--- src/rtl/cam_pwr_seq.sv ---
// Camera power sequencer: orders PWDN, XCLK enable and RESETB from one level power request.
// Optional `CAM_PWR_SEQ_STATUS_EN exposes the registered FSM state on seq_state.
module cam_pwr_seq #(
    parameter int unsigned T_PWDN_CYC = 16,
    parameter int unsigned T_XCLK_CYC = 64,
    parameter int unsigned T_BOOT_CYC = 256,
    parameter int unsigned T_RST_CYC  = 16,
    parameter int unsigned CNT_WIDTH  = 16
) (
    input  logic       clk,
    input  logic       rst,
    input  logic       pwr_req,
    output logic       xclk_en,
    output logic       cam_pwdn,
    output logic       cam_rst_n,
    output logic       ready,
    output logic       busy
`ifdef CAM_PWR_SEQ_STATUS_EN
    ,
    output logic [2:0] seq_state
`endif
);

    typedef enum logic [2:0] {
        StOff    = 3'd0,
        StUpPwdn = 3'd1,
        StUpXclk = 3'd2,
        StUpBoot = 3'd3,
        StOn     = 3'd4,
        StDnRst  = 3'd5,
        StDnXclk = 3'd6,
        StDnPwdn = 3'd7
    } state_e;

    // Counters are loaded with T-1 so each timed state lasts exactly T cycles.
    localparam logic [CNT_WIDTH-1:0] PwdnLoad = CNT_WIDTH'(T_PWDN_CYC - 1);
    localparam logic [CNT_WIDTH-1:0] XclkLoad = CNT_WIDTH'(T_XCLK_CYC - 1);
    localparam logic [CNT_WIDTH-1:0] BootLoad = CNT_WIDTH'(T_BOOT_CYC - 1);
    localparam logic [CNT_WIDTH-1:0] RstLoad  = CNT_WIDTH'(T_RST_CYC - 1);
    localparam logic [CNT_WIDTH-1:0] CntOne   = CNT_WIDTH'(1);

    state_e               state_q;
    logic [CNT_WIDTH-1:0] cnt_q;
    logic                 cnt_done;

    assign cnt_done = (cnt_q == '0);

    always_ff @(posedge clk or posedge rst) begin
        if (rst) begin
            state_q   <= StOff;
            cnt_q     <= '0;
            xclk_en   <= 1'b0;
            cam_pwdn  <= 1'b1;
            cam_rst_n <= 1'b0;
            ready     <= 1'b0;
            busy      <= 1'b0;
        end else begin
            case (state_q)
                StOff: begin
                    if (pwr_req) begin
                        state_q  <= StUpPwdn;
                        cnt_q    <= PwdnLoad;
                        cam_pwdn <= 1'b0;
                        busy     <= 1'b1;
                    end
                end
                StUpPwdn, StUpXclk, StUpBoot: begin
                    // Abort wins over a same-cycle dwell expiry; pins other than RESETB hold.
                    if (!pwr_req) begin
                        state_q   <= StDnRst;
                        cnt_q     <= RstLoad;
                        cam_rst_n <= 1'b0;
                    end else if (cnt_done) begin
                        if (state_q == StUpPwdn) begin
                            state_q <= StUpXclk;
                            cnt_q   <= XclkLoad;
                            xclk_en <= 1'b1;
                        end else if (state_q == StUpXclk) begin
                            state_q   <= StUpBoot;
                            cnt_q     <= BootLoad;
                            cam_rst_n <= 1'b1;
                        end else begin
                            state_q <= StOn;
                            ready   <= 1'b1;
                            busy    <= 1'b0;
                        end
                    end else begin
                        cnt_q <= cnt_q - CntOne;
                    end
                end
                StOn: begin
                    if (!pwr_req) begin
                        state_q   <= StDnRst;
                        cnt_q     <= RstLoad;
                        cam_rst_n <= 1'b0;
                        ready     <= 1'b0;
                        busy      <= 1'b1;
                    end
                end
                StDnRst, StDnXclk, StDnPwdn: begin
                    if (cnt_done) begin
                        if (state_q == StDnRst) begin
                            state_q <= StDnXclk;
                            cnt_q   <= XclkLoad;
                            xclk_en <= 1'b0;
                        end else if (state_q == StDnXclk) begin
                            state_q  <= StDnPwdn;
                            cnt_q    <= PwdnLoad;
                            cam_pwdn <= 1'b1;
                        end else begin
                            state_q <= StOff;
                            busy    <= 1'b0;
                        end
                    end else begin
                        cnt_q <= cnt_q - CntOne;
                    end
                end
                default: state_q <= StOff;
            endcase
        end
    end

`ifdef CAM_PWR_SEQ_STATUS_EN
    assign seq_state = state_q;
`endif

endmodule

--- config.mk ---
export PLATFORM = sky130hd
export DESIGN_NAME = cam_pwr_seq
export DESIGN_NICKNAME = d
export VERILOG_FILES = /design/src/rtl/cam_pwr_seq.sv
export SDC_FILE = /design/constraint.sdc
export NUM_CORES = 1
export LEC_CHECK = 0
export ABC_AREA = 1
export ABC_CLOCK_PERIOD_IN_PS = 2800
export CAP_MARGIN = 0
export CORE_MARGIN = 2
export CORE_UTILIZATION = 60
export CTS_CLUSTER_DIAMETER = 60
export DETAILED_ROUTE_END_ITERATION = 7
export DONT_BUFFER_PORTS = 1
export GPL_TIMING_DRIVEN = 0
export PLACE_DENSITY = 0.8
export SLEW_MARGIN = 20
export SYNTH_ARGS = -nofsm -noshare
export SYNTH_HDL_FRONTEND = slang
export SYNTH_SLANG_ARGS = --single-unit
--- constraint.sdc ---
create_clock -name clk -period 2.8 [get_ports clk]
set_clock_uncertainty 0.05 [all_clocks]
set_input_delay 0.56 -clock clk [delete_from_list [all_inputs] [get_ports clk]]
set_output_delay 0.56 -clock clk [all_outputs]
set_load 0.1 [all_outputs]
==> impl.org <==
** Run status
- The flow ran to the end, and the final reports show no timing, DRC or antenna violations.

** Drt
- After detailed routing, the number of remaining DRC violations is 0.
- Total via count in the routed design :: 1496
- For this block, the routed nets add up to 3.43 mm of wire.
- The first routing iteration left just under 50 violations.
- Number of antenna-violating nets in the routed design :: 0
- Drt wl/cell :: 12.4 um
- After detailed routing, the number of vias per cell comes to about 5.4.
- For this run, the detailed router's first-pass iteration total came to 5.

** STA
- Hold timing on the final database bottoms out at a slack of around 0.26 ns.
- Setup repair after global routing left no endpoint under its margin.
- For the pin with the worst max-slew slack, the measured transition is 0.923 ns.
- The number of max-slew violations in the final report is 0.
- Dividing the final minimum period by the clock period gives 0.681.
- Final hold violation count :: 0
- For the final routed database, the setup TNS stands at 0 ns.
- Fmax achieved :: 0.524 GHz
- Setup violations remaining at the end of the flow were counted as 0.
- The routed design could run at a clock period as short as 1.91 ns.
- Slew Limit Headroom :: 0.384

** Global routing
- GRT overflow :: 0
- Number of global-route vias before repair :: 1340
- Across every metal layer, demand over resource in global routing totals 0.242.
- The first global-routing pass estimated 5.94 mm of wire.
- Entering global routing, the biggest net connects 25 pins.
- Antenna violations before repair :: 0

** Setup path
- Setup slack on the worst flop-to-flop path :: ~0.9 ns
- Maximum single-stage delay on the critical path :: 0.38 ns
- Cell class contributing the biggest share of worst-path delay :: simple AND/OR/NAND/NOR gates
- Most used cell along the critical path :: sky130_fd_sc_hd__inv_1
- Critical setup path kind :: reg -> reg
- Largest fanout on the critical path :: 9
- STA classifies the critical path endpoint as a register.
- Among all stages on the critical path, the largest delay is contributed by sky130_fd_sc_hd__dfrtp_1.
- Data on the critical path is required at its endpoint by 2.99 ns.
- For the worst setup path, the data arrival time is 2.10 ns.
- Buf/Inv on CP :: 4
- The worst setup path is launched from a register.
- The signal on the critical path passes through inv_1, ha_1, inv_1, nor2_1, nand2_1, nor2_4, nand2_4, nand2_2, inv_2, nor2_2, inv_1, nand2_1, nor2_1.

** Place
- The HPWL after detailed placement is ~2.6 mm.
- At the end of routability-driven placement, the weighted congestion stood at around 0.91.
- Number of placed instances with taps included :: 272
- Count of input and output buffers :: 0

** Final layout
- Fill cell total of the finished layout :: 240
- Seq. cell area :: about 600 um^2
- The final layout contains 252 nets.
- Number of antenna repair diodes :: 0
- Area of the multi-input gates :: approximately 880 um^2
- From synthesis to final layout, the design area changed by 4.52%.
- The count of cells in the finished layout, fillers not included, comes to 276.
- Share of layout cells above drive strength 1 :: 0.118

** Yosys
- Synth Instances :: 242
- Counting every net in the synthesized netlist gives around 250.
- Synthesis Warnings :: 0
- Biggest area consumer among synthesized cells :: sky130_fd_sc_hd__dfrtp_1
- Top FF cell, synth :: sky130_fd_sc_hd__dfrtp_1
- Mean post-synth cell area :: approximately 6.7 um^2
- After synthesis the netlist holds a flip-flop and latch count of 24.
- Netlist Area Pre-Place :: 0.00163 mm^2
- Counting distinct cell types in the post-synthesis netlist gives 29.
- Sequential area share after synthesis :: 0.369
- After synthesis, the cell types taking the most area are sky130_fd_sc_hd__dfrtp_1 35%, sky130_fd_sc_hd__nand2_1 16%, sky130_fd_sc_hd__nor2_1 7.6%.
- The synthesized design contains 0 enable-type register cells.
- Of the post-synthesis cell area, the dominant cell type holds 0.352.
- Counting flops with an async set or reset pin after synthesis yields a share of 1.00.

** Clock tree
- Clock tree from TritonCTS :: built
- Buffers from clock root to sink, at most :: 2
- The clock drives 24 sinks.
- The number of clock buffers added by TritonCTS is 3.
- At the later pin of the worst-skew pair, clock insertion delay measures 0.32 ns.
- After clock tree synthesis, the clock-pin slew on the worst setup and hold paths is 0.14 ns.
- Buffers inserted to repair hold after CTS numbered 0.
- CTS built an H-tree with a depth of 1.
- Post-CTS timing repair inserted 0 buffers for setup.
- Clock tree synthesis selected as its root buffer the cell sky130_fd_sc_hd__clkbuf_4.
- In this run, post-CTS repair resized a total of 0 instances.

** Power and ir drop
- The analysis attributes to cell leakage a power of 0.897 nW.
- Power spread over the standard cell area amounts to approximately 900 mW/mm^2.
- Maximum vdd ir drop :: approximately 0.93 mV

** Min path
- The path class of the tightest hold or removal check is in -> async.

** Job
- Across the run, the number of max-cap violations was 0.

** Floorplan
- Die Span Y :: 56.2 um
- The initial utilization of the core area, before any placement, comes to 0.647.
- # rows :: 18
- Core region area :: approximately 0.0025 mm^2
- Horizontal die dimension :: between 50 and 60 um
- Total I/O pin count :: 8
- The die covers 0.00315 mm^2.
## worst register-to-register path, stage by stage (launching register included)
cell and delay [ns]:
sky130_fd_sc_hd__dfrtp_1 0.38, sky130_fd_sc_hd__inv_1 0.14, sky130_fd_sc_hd__ha_1 0.21, sky130_fd_sc_hd__inv_1 0.05, sky130_fd_sc_hd__nor2_1 0.07, sky130_fd_sc_hd__nand2_1 0.08, sky130_fd_sc_hd__nor2_4 0.15, sky130_fd_sc_hd__nand2_4 0.11
sky130_fd_sc_hd__nand2_2 0.16, sky130_fd_sc_hd__inv_2 0.08, sky130_fd_sc_hd__nor2_2 0.15, sky130_fd_sc_hd__inv_1 0.09, sky130_fd_sc_hd__nand2_1 0.07, sky130_fd_sc_hd__nor2_1 0.03
## registers in the layout (all words and copies together), names as in the netlist
signal     count
xclk_en        1
cam_pwdn       1
ready          1
state_q        3
cam_rst_n      1
busy           1
cnt_q         16
## report_power, final
group / internal (mW) / switching, mW
registers: 0.426 / 0.221
logic: 0.219 / 0.473
clock network: 0.0796 / 0.111
## cells by family (layout without fill, tap and decap cells)
| group | count (synthesis) | after routing | share of synthesized area |
|---|---|---|---|
| AO/OA/AOI/OAI | 30 | 30 | 0.101 |
| XOR/XNOR | 3 | 3 | 0.0161 |
| adder cells (fa/ha/maj) | 2 | 2 | 0.0153 |
| buffers and inverters | 36 | 40 | 0.0950 |
| flip-flops | 24 | 24 | 0.369 |
| AND/OR/NAND/NOR | 147 | 147 | 0.404 |
## per-layer routing
layer	track usage	up-vias	routed length, um
met2	0.395	24	1610
met5	0	-	0
met1	0.315	688	1640
li1	-	775	-
met3	0.0372	9	106
met4	0.105	0	74
## through the flow
step / util / worst slack [ns] / cell area (um^2) / total power, mW
2_1_floorplan: - / 1.15 / 1630 / 1.19
3_3_place_gp: 0.662 / 0.908 / 1670 / 1.33
3_5_place_dp: 0.662 / 0.922 / 1670 / 1.34
4_1_cts: 0.677 / 0.899 / 1710 / 1.53
5_1_grt: 0.677 / 0.695 / 1710 / 1.66
6_report: 0.677 / 0.893 / 1710 / 1.53
## layout by cell type (no fill, tap or decap), drive strengths merged
cell type / n
nand2: 76
nor2: 39
inv: 33
nand3: 25
dfrtp: 23
o21ai: 16
a21oi: 9
nor3: 4
clkbuf: 4
buf: 2
xor2: 2
nand4: 2
ha: 2
clkinv: 1
o211ai: 1
xnor2: 1
o22ai: 1
o21bai: 1
nand3b: 1
a22oi: 1
o31ai: 1
dfstp: 1
## layout make-up
class / instances / area share
Tap cell: 30 / 0.0220
Sequential cell: 24 / 0.353
Inverter: 34 / 0.0777
Clock buffer: 4 / 0.0213
Buffer: 2 / 0.0132
Multi-Input combinational cell: 182 / 0.513
## final timing paths
kind,start,to,depth (start not counted)
worst min-delay path,rst,cnt_q[14],1
worst max register to register,cnt_q[0],cnt_q[14],13
max in group asynchronous,rst,cnt_q[8],1
worst max-delay path,cnt_q[0],cnt_q[14],13
min in group clk,pwr_req,cnt_q[15],2
worst min register to register,cnt_q[13],cnt_q[13],2
## cells in the mapped netlist, types with 3 or more instances
cell type,count
sky130_fd_sc_hd__nand2_2,5
sky130_fd_sc_hd__a21oi_1,8
sky130_fd_sc_hd__nand2_1,69
sky130_fd_sc_hd__o21ai_1,3
sky130_fd_sc_hd__dfrtp_1,23
sky130_fd_sc_hd__nor2_1,33
sky130_fd_sc_hd__nand3_1,23
sky130_fd_sc_hd__o21ai_0,13
sky130_fd_sc_hd__inv_1,28
sky130_fd_sc_hd__nor3_1,4
sky130_fd_sc_hd__inv_2,5
sky130_fd_sc_hd__nor2_2,4
Note: power is estimated with default switching activity, not from simulation.
